### src/rtl/seq_detect_param.sv
// seq_detect_param: serial detector for an N-bit constant pattern with overlap select, sample enable and saturating match count.
module seq_detect_param #(
  parameter int N = 4,
  parameter logic [N-1:0] PATTERN = 4'b1101,
  parameter int CNT_W = 8
) (
  input  logic clk,
  input  logic rst_n,
  input  logic x,
  input  logic en,
  input  logic overlap,
  input  logic clr_cnt,
  output logic z,
  output logic [CNT_W-1:0] match_cnt,
  output logic [$clog2(N)-1:0] progress
);
  localparam int PW = $clog2(N);
  if (N < 2 || N > 16) begin : g_bad_n
    $error("seq_detect_param: N must be in 2..16");
  end
  if (CNT_W < 1 || CNT_W > 32) begin : g_bad_cnt_w
    $error("seq_detect_param: CNT_W must be in 1..32");
  end
  // Longest suffix of (first p pattern bits, then b) that is a proper prefix of PATTERN.
  function automatic int next_p(input int p, input logic b);
    int c;
    c = ((int'(PATTERN) >> (N - p)) << 1) | int'(b);
    for (int k = N - 1; k >= 1; k--)
      if (k <= p + 1 && (c & ((1 << k) - 1)) == (int'(PATTERN) >> (N - k))) return k;
    return 0;
  endfunction
  function automatic int border();
    for (int k = N - 1; k >= 1; k--)
      if ((int'(PATTERN) & ((1 << k) - 1)) == (int'(PATTERN) >> (N - k))) return k;
    return 0;
  endfunction
  localparam int B = border();
  logic [PW-1:0] tab0 [N];
  logic [PW-1:0] tab1 [N];
  for (genvar i = 0; i < N; i++) begin : g_tab
    assign tab0[i] = PW'(next_p(i, 1'b0));
    assign tab1[i] = PW'(next_p(i, 1'b1));
  end
  logic match;
  logic [PW-1:0] p_next;
  always_comb begin
    match  = en && progress == PW'(N - 1) && x == PATTERN[0];
    p_next = match ? (overlap ? PW'(B) : '0) : en ? (x ? tab1[progress] : tab0[progress]) : progress;
  end
  always_ff @(posedge clk or negedge rst_n) begin
    if (!rst_n) begin
      progress  <= '0;
      z         <= 1'b0;
      match_cnt <= '0;
    end else begin
      progress  <= p_next;
      z         <= match;
      match_cnt <= clr_cnt ? CNT_W'(match) : (match && !(&match_cnt)) ? match_cnt + CNT_W'(1) : match_cnt;
    end
  end
endmodule

### config.mk
export PLATFORM = sky130hd
export DESIGN_NAME = seq_detect_param
export DESIGN_NICKNAME = d
export VERILOG_FILES = /design/src/rtl/seq_detect_param.sv
export SDC_FILE = /design/constraint.sdc
export NUM_CORES = 1
export LEC_CHECK = 0
export ABC_AREA = 1
export BUFFER_PORTS_ARGS = -buffer_cell sky130_fd_sc_hd__buf_2
export CAP_MARGIN = 40
export CORE_ASPECT_RATIO = 0.9
export CORE_MARGIN = 5
export CORE_UTILIZATION = 45
export DETAILED_ROUTE_END_ITERATION = 16
export HOLD_SLACK_MARGIN = 0.02
export PLACE_DENSITY = 0.69
export SYNTH_ARGS = -nofsm -noshare
export SYNTH_HDL_FRONTEND = slang
export SYNTH_SLANG_ARGS = --single-unit
export TNS_END_PERCENT = 30
### constraint.sdc
create_clock -name clk -period 3.3 [get_ports clk]
set_input_delay 0.495 -clock clk [delete_from_list [all_inputs] [get_ports clk]]
set_output_delay 0.495 -clock clk [all_outputs]
set_load 0.02 [all_outputs]
==> results of run 1 <==
==> placed cells by master (no fill, tap or decap), types with 2 or more instances in the layout <==
| master | count |
|---|---|
| a21oi_1 | 3 |
| inv_1 | 9 |
| nand2_1 | 31 |
| nand3_1 | 13 |
| clkbuf_4 | 3 |
| nand2_2 | 2 |
| dfrtp_1 | 11 |
| nor2_4 | 2 |
| o21ai_0 | 2 |
| nand2_4 | 2 |
| buf_2 | 16 |
| ha_1 | 4 |
| o21bai_1 | 2 |
| inv_2 | 3 |
| nor2_1 | 6 |
==> state kept, by name (all words and copies together) (netlist names) <==
register / count
match_cnt: 8
progress: 2
z: 1
==> power by group through the flow <==
stage | Combinational, mW | Clock, mW | Sequential [mW]
2_1_floorplan | 0.0604 | 0 | 0.183
3_3_place_gp | 0.112 | 0 | 0.166
3_5_place_dp | 0.115 | 0 | 0.167
5_1_grt | 0.131 | 0.102 | 0.168
4_1_cts | 0.116 | 0.0955 | 0.164
6_report | 0.114 | 0.0904 | 0.164
==> area by class of cell <==
class / count / area [um^2]
flip-flops and latches: 11 / 275
fillers: 155 / 634
well taps: 22 / 27.5
inverters: 14 / 58.8
repair buffers: 16 / 80.1
clock buffers: 4 / 26.3
multi-input cells: 72 / 394
==> per-layer routing <==
layer	part of all wire	global-route usage
met5	0	0
met1	0.53	0.208
met3	0.042	0.0398
met2	0.42	0.218
met4	0.0084	0.0612
==> logic make-up after synthesis <==
logic type      synth area share
compound gates            0.0820
fa+ha+maj                 0.0684
buf+inv                   0.0855
flops                      0.376
simple gates               0.388
==> metrics by stage <==
step | hold slack, ns | total power [mW] | instances | worst slack [ns] | utilization
2_1_floorplan | 0.199 | 0.243 | 98 | 1.95 | -
3_3_place_gp | 0.382 | 0.278 | 135 | 1.92 | 0.559
3_5_place_dp | 0.383 | 0.282 | 135 | 1.93 | 0.559
4_1_cts | 0.0899 | 0.375 | 139 | 1.88 | 0.576
5_1_grt | 0.0920 | 0.401 | 139 | 1.78 | 0.576
6_report | 0.0884 | 0.369 | 139 | 1.89 | 0.576
==> path summary, 6_finish.rpt <==
path	endpoint	slack, ns	from	cells after the start
worst max-delay path	match_cnt[4]	1.89	match_cnt[4]	1
worst min-delay path	match_cnt[7]	0.09	rst_n	1
worst min register to register	match_cnt[1]	0.56	match_cnt[1]	2
min in group clk	progress[1]	0.50	en	2
worst max register to register	match_cnt[7]	1.92	match_cnt[0]	7
max in group asynchronous	match_cnt[1]	3.00	rst_n	1
==> out/qor.csv, run 1 <==
stage,metric,value,unit
logic_synthesis,ys.flop_type,dfrtp_1,
sta,setup_tns,0,ns
worst_setup_path,cp-start-kind,flop,
power,pwr-share-comb,0.310,
clock_network,cts_resized,0,
sta,final.period_utilization,0.427,
logic_synthesis,synthTopCellsByArea,"dfrtp_1, nand2_1, nand3_1",
clock_network,clock_path_buffers,2,
die,io_pins,17,
final_layout,antenna_cells,0,
route,drc,0,
job,cap_viol_max_count,0,
power,switchingPower,0.132,mW
route,wl_per_cell,11.1,um
logic_synthesis,synthTopCellsByCount,"nand2_1, nand3_1, dfrtp_1",
place,dpl_cell_area,836,um^2
route,drt_iter0_drc,31,
logic_synthesis,synth.most_common_cell,nand2_1,
clock_network,holdBufCountCts,0,
logic_synthesis,ys_types,21,
power,ir_drop,0.278,mV
sta,worst_pin_slew,0.256,ns
die,coreArea,0.00150,mm^2
logic_synthesis,synth-async-reset-ratio,1.00,
global_route,overflow,0,
sta,slew_headroom,0.830,
logic_synthesis,avgSynthCellArea,7.47,um^2
sta,fin_worst_skew,0.00486,ns
logic_synthesis,synth_edf_count,0,
sta,rsz0062_at_grt,false,
worst_setup_path,worstPathRequired,2.80,ns
global_route,grt_pass1_vias,629,
place,port_buffers,16,
place,gp_congestion,0.844,
clock_network,htree_levels,1,
sta,fin_crit,1.41,ns
sta,hold_viol,0,
min_path,min-delay-path-class,input pin to async pin,
global_route,antenna_found_initial,0,
clock_network,clock_sink_count,11,
logic_synthesis,synth_seq_cells,11,
worst_setup_path,slowest_delay,0.45,ns
worst_setup_path,path_delay_family,flip-flops,
die,die_h,48.3,um
worst_setup_path,critPathMaxFanout,7,
route,routed_wl,1.55,mm
sta,drv_slew,0,
die,start_util,0.489,
power,p_leak,0.452,nW
global_route,grt_pass1_wl,2.70,mm
die,die_w,52.5,um
power,p_clk_frac,0.245,
logic_synthesis,netlist_area,732,um^2
clock_network,cts-root-buf,clkbuf_4,
power,seq_power_share,0.445,
clock_network,cts_buffers,3,
route,drtAntennaViolNets,0,
worst_setup_path,crit_chain,buf_2,
final_layout,layout-drive-gt1-share,0.274,
power,intPower,0.237,mW
worst_setup_path,cp.arrival,0.91,ns
global_route,groute.usage.overall,0.149,
clock_network,clk_latency,0.26,ns
sta,max_freq,710,MHz
final_layout,stdcell_area,862,um^2
logic_synthesis,syn_nets,108,
logic_synthesis,yosys_warnings,0,
sta,setup_viol,0,
route,dr.pass1.iters,4,
clock_network,cts_setup_buffers,0,
logic_synthesis,ys_seq_area_frac,0.376,
die,dieArea,0.00253,mm^2
worst_setup_path,crit_slowest_cell,dfrtp_1,
power,switching_share,0.358,
worst_setup_path,worstSetupEndpointType,output pin,
power,power.density,428,mW/mm^2
clock_network,clkTransAtPathRegs,0.07,ns
route,viasPerCell,4.89,
final_layout,fin_nets,128,
logic_synthesis,netlist_instances,98,
global_route,grt_max_degree,12,
route,route.vias.total,680,
logic_synthesis,synth_largest_area_cell,dfrtp_1,
clock_network,cts_tree,built,
final_layout,area_delta_synth_final,17.8,%
place,dp_hpwl,1.21,mm
worst_setup_path,crit_type,flop to output pin,
die,placementRows,13,
logic_synthesis,synth.top_cell.area_share,0.376,
worst_setup_path,cp_num_buf_inv,1,
outcome,outcome,completed,
Power figures use the tool's default switching activity.
==> inputs of run 2 (changes only) <==
- clock period: 3.3 -> 1.5 ns (I/O delays scaled with it)
==> run 2 against run 1 <==
  * Critical path depth up 8
  * Sequential share of layout area down 0.64 points
  * Final cell count up 0.72%
  * Critical path type is now flop to flop
  * Highest routed layer unchanged
==> out/qor.csv, run 2 (synthesized netlist as in run 1, its figures left out) <==
stage,metric,value,unit
place,port_buffers,16,
global_route,grt_pass1_wl,2.84,mm
die,die_w,52.5,um
power,switchingPower,0.291,mW
worst_setup_path,critPathMaxFanout,5,
final_layout,largest_register_ffs,8,
route,wl_per_cell,11.1,um
sta,hold_viol,0,
power,power.density,924,mW/mm^2
power,intPower,0.522,mW
worst_setup_path,slowest_delay,0.42,ns
worst_setup_path,r2r_slack,0.15,ns
min_path,min-delay-path-class,input pin to flop,
clock_network,cts_buffers,3,
worst_setup_path,path_delay_family,simple AND/OR/NAND/NOR gates,
worst_setup_path,reg2reg_depth,9,
final_layout,layout_common_cells,"nand2_1, buf_2, nand3_1",
power,seq_power_share,0.444,
clock_network,cts-root-buf,clkbuf_4,
sta,max_freq,740,MHz
worst_setup_path,crit_slowest_cell,dfrtp_1,
worst_setup_path,startpoint,match_cnt[0],
sta,drv_slew,0,
clock_network,clock_sink_count,11,
sta,final.period_utilization,0.901,
worst_setup_path,cp.depth,9,
job,cap_viol_max_count,0,
route,drt_iter0_drc,11,
worst_setup_path,cp_num_buf_inv,1,
final_layout,largest_register,match_cnt,
place,gp_congestion,0.829,
sta,fin_crit,1.35,ns
worst_setup_path,crit_chain,"ha_1, nand2_2, nor2_4, nand2_2, nand2_4, nand2_4, clkinv_4, nand2_1, nand2_1",
die,placementRows,13,
worst_setup_path,r2r-end,match_cnt[1],
worst_setup_path,crit_type,flop to flop,
final_layout,ff_latch_area,275,um^2
die,die_h,48.3,um
clock_network,clock_path_buffers,2,
route,viasPerCell,4.76,
final_layout,layout-drive-gt1-share,0.271,
sta,setup_viol,0,
sta,setup_tns,0,ns
outcome,outcome,completed,
final_layout,final_common_cell,nand2_1,
final_layout,multi_input_area,402,um^2
worst_setup_path,cp-start-kind,flop,
power,p_clk_frac,0.246,
sta,worst_pin_slew,0.245,ns
global_route,antenna_found_initial,0,
power,switching_share,0.358,
global_route,groute.usage.overall,0.157,
final_layout,nFillCells,159,
power,p_leak,0.457,nW
final_layout,fin_nets,129,
global_route,grt_pass1_vias,641,
worst_setup_path,cp.arrival,1.51,ns
route,route.vias.total,667,
clock_network,clk_latency,0.27,ns
sta,slew_headroom,0.836,
power,ir_drop,0.507,mV
final_layout,antenna_cells,0,
route,dr.pass1.iters,4,
final_layout,area_delta_synth_final,20.2,%
place,place_ws,0.113,ns
sta,fin_worst_skew,0.00638,ns
sta,rsz0062_at_grt,false,
sta,fin_ws,0.148,ns
global_route,overflow,0,
power,pwr-share-comb,0.310,
worst_setup_path,crit_end,match_cnt[1],
route,drc,0,
die,coreArea,0.00150,mm^2
clock_network,cts_tree,built,
worst_setup_path,worstSetupEndpointType,flop,
clock_network,clkTransAtPathRegs,0.07,ns
route,drtAntennaViolNets,0,
final_layout,reg.largest.list,"match_cnt x8, progress x2, z x1",
clock_network,cts_setup_buffers,0,
route,routed_wl,1.56,mm
clock_network,htree_levels,1,
place,dp_hpwl,1.21,mm
die,dieArea,0.00253,mm^2
global_route,grt_max_degree,12,
die,io_pins,17,
power,total_power,0.813,mW
worst_setup_path,rr_startpoint,match_cnt[0],
die,start_util,0.489,
worst_setup_path,worstPathRequired,1.66,ns
-- run 2: power groups by stage --
stage	sequential (mW)	clock (mW)	combinational (mW)
6_report	0.361	0.200	0.252
5_1_grt	0.369	0.221	0.297
4_1_cts	0.361	0.209	0.256
3_5_place_dp	0.367	0	0.252
3_3_place_gp	0.364	0	0.241
2_1_floorplan	0.402	0	0.133
-- run 2: tightest hold or removal path: cells and delay by family --
kind / cells / cell delay (ns)
and+or+nand+nor: 1 / 0.03
AOI/OAI and AO/OA: 1 / 0.11
buffers and inverters: 1 / 0.07
-- run 2: repair_timing --
action	in CTS	in global routing
gates resized for setup	0	1
hold endpoints to repair	11	0
setup endpoints to repair	0	4
hold buffers	1	0
-- run 2: metal layers --
metal | vias up | track usage | part of all wire
met4 | 0 | 0.0459 | 0.011
li1 | 350 | - | -
met2 | 14 | 0.243 | 0.45
met3 | 4 | 0.0581 | 0.053
met5 | - | 0 | 0
met1 | 299 | 0.207 | 0.49
-- run 2: worst min-delay path by stage --
| stage | start | endpoint | slack [ns] | cells past startpoint |
|---|---|---|---|---|
| 2_1_floorplan | rst_n | match_cnt[0] | -0.07 | 0 |
| 3_3_place_gp | rst_n | progress[0] | 0.11 | 1 |
| 3_5_place_dp | rst_n | match_cnt[7] | 0.11 | 1 |
| 4_1_cts | overlap | progress[0] | 0.21 | 3 |
| 5_1_grt | overlap | progress[0] | 0.24 | 3 |
| 6_report | overlap | progress[0] | 0.22 | 3 |
-- run 2: layout make-up --
type / count / area share
multi-input combinational: 72 / 0.457
sequential: 11 / 0.313
inverter: 14 / 0.0669
clock buffer: 4 / 0.0299
timing repair buffer: 17 / 0.102
tap: 22 / 0.0313
-- run 2: per-stage QoR --
stage	instances	hold slack [ns]	instance area, um^2	utilization
floorplan	98	-0.0706	732	-
global placement	135	0.106	836	0.559
detailed placement	135	0.114	836	0.559
CTS	140	0.211	872	0.583
global route	140	0.238	880	0.588
finish	140	0.216	880	0.588
==> inputs of run 3 (changes only) <==
- clock period: 1.5 -> 1.6 ns (I/O delays scaled with it)
==> run 3 against run 2 <==
  * Maximum frequency is 2.2% lower
  * Wire length down 1.1%
  * Worst setup slack better by 0.070 ns
  * Via count rose by 0.30%
  * Non-clock buffer count unchanged
  * Flip-flop and latch count unchanged
  * Largest power group unchanged
==> out/qor.csv, run 3 (synthesized netlist as in run 1, its figures left out) <==
stage,metric,value,unit
clock_network,clkTransAtPathRegs,0.07,ns
clock_network,cts_tree,built,
clock_network,cts_resized,0,
global_route,grt_pass1_vias,633,
place,gp_congestion,0.829,
min_path,hold_end,progress[0],
route,drtAntennaViolNets,0,
final_layout,largest_register,match_cnt,
global_route,grt_max_degree,12,
worst_setup_path,cp-start-kind,flop,
sta,worst_pin_slew,0.257,ns
route,route.vias.total,669,
power,p_leak,0.456,nW
worst_setup_path,rr_startpoint,match_cnt[0],
clock_network,htree_levels,1,
job,cap_viol_max_count,0,
worst_setup_path,crit_type,flop to flop,
sta,hold_viol,0,
worst_setup_path,crit_slowest_cell,dfrtp_1,
outcome,outcome,completed,
power,ir_drop,0.500,mV
die,start_util,0.489,
worst_setup_path,worstSetupEndpointType,flop,
clock_network,cts_buffers,3,
worst_setup_path,slowest_delay,0.42,ns
global_route,groute.usage.overall,0.158,
final_layout,fin_nets,129,
sta,setup_viol,0,
sta,fin_worst_skew,0.00444,ns
route,routed_wl,1.54,mm
final_layout,layout_common_cells,"nand2_1, buf_2, nand3_1",
worst_setup_path,worstPathRequired,1.77,ns
clock_network,clock_sink_count,11,
final_layout,antenna_cells,0,
worst_setup_path,cp.arrival,1.55,ns
die,io_pins,17,
sta,final.period_utilization,0.864,
global_route,met2_usage,0.220,
final_layout,layout-drive-gt1-share,0.271,
min_path,hold-path-cell-count,3,
die,die_h,48.3,um
sta,slew_headroom,0.828,
global_route,grt_pass1_wl,2.81,mm
sta,fin_crit,1.38,ns
clock_network,clk_latency,0.27,ns
global_route,antenna_found_initial,0,
final_layout,reg.largest.list,"match_cnt x8, progress x2, z x1",
route,drc,0,
die,die_w,52.5,um
global_route,top_usage_layer,met1,
die,dieArea,0.00253,mm^2
min_path,worstHoldStart,overlap,
global_route,use_met1,0.222,
power,power.density,875,mW/mm^2
place,port_buffers,16,
final_layout,area_delta_synth_final,19.1,%
worst_setup_path,critPathMaxFanout,5,
route,dr.pass1.iters,4,
final_layout,largest_register_ffs,8,
clock_network,cts-root-buf,clkbuf_4,
min_path,min-delay-path-class,input pin to flop,
worst_setup_path,crit_chain,"ha_1, nand2_2, nor2_4, a21oi_2, nand3_1, nand2_1, inv_1",
final_layout,final_common_cell,nand2_1,
route,wl_per_cell,11.0,um
worst_setup_path,r2r-end,match_cnt[7],
clock_network,holdBufCountCts,1,
worst_setup_path,reg2reg_depth,7,
die,coreArea,0.00150,mm^2
clock_network,cts_setup_buffers,0,
sta,rsz0062_at_grt,false,
clock_network,clock_path_buffers,2,
global_route,overflow,0,
place,dp_hpwl,1.20,mm
sta,setup_tns,0,ns
die,placementRows,13,
sta,drv_slew,0,
power,total_power,0.763,mW
route,viasPerCell,4.78,
global_route,met3_usage,0.0336,
sta,max_freq,724,MHz
worst_setup_path,r2r_slack,0.22,ns
route,drt_iter0_drc,9,
run 3: how the worst max path moves through the flow:
stage	startpoint	end	slack (ns)	cells after the start
after floorplan	match_cnt[0]	match_cnt[7]	0.25	7
after global placement	match_cnt[0]	match_cnt[7]	0.25	7
after detailed placement	match_cnt[0]	match_cnt[7]	0.21	7
after CTS	match_cnt[0]	match_cnt[7]	0.21	7
after global routing	match_cnt[0]	match_cnt[7]	0.06	7
final	match_cnt[0]	match_cnt[7]	0.22	7
run 3: cell type report:
class | instances | area, um^2
clock buffer | 4 | 26.3
fill | 145 | 624
inverter | 14 | 58.8
multi-input combinational | 72 | 394
sequential | 11 | 275
tap | 22 | 27.5
timing repair buffer | 17 | 90.1
run 3: critical path: cells and delay by family, from the launching register on:
kind | cells | cell delay [ns]
and+or+nand+nor | 4 | 0.34
buffers and inverters | 1 | 0.03
adders and majority gates | 1 | 0.23
DFF | 1 | 0.42
AOI/OAI and AO/OA | 1 | 0.25
run 3: metal layers:
| metal | vias up | routed length, um |
|---|---|---|
| met5 | - | 0 |
| met4 | 0 | 40 |
| met3 | 4 | 55 |
| met2 | 11 | 642 |
| met1 | 298 | 799 |
| li1 | 356 | - |
run 3: through the flow:
step / util / hold WS (ns) / std cells / worst slack [ns] / area [um^2]
detailed placement: 0.559 / 0.128 / 135 / 0.215 / 836
global route: 0.583 / 0.248 / 140 / 0.0633 / 872
floorplan: - / -0.0556 / 98 / 0.254 / 732
finish: 0.583 / 0.233 / 140 / 0.218 / 872
CTS: 0.583 / 0.231 / 140 / 0.209 / 872
global placement: 0.559 / 0.121 / 135 / 0.247 / 836
run 3: power by group:
group	total [mW]	switching (mW)	internal, mW
sequential	0.337	0.0298	0.308
combinational	0.235	0.151	0.0846
clock	0.190	0.0937	0.0965
total	0.763	0.274	0.489
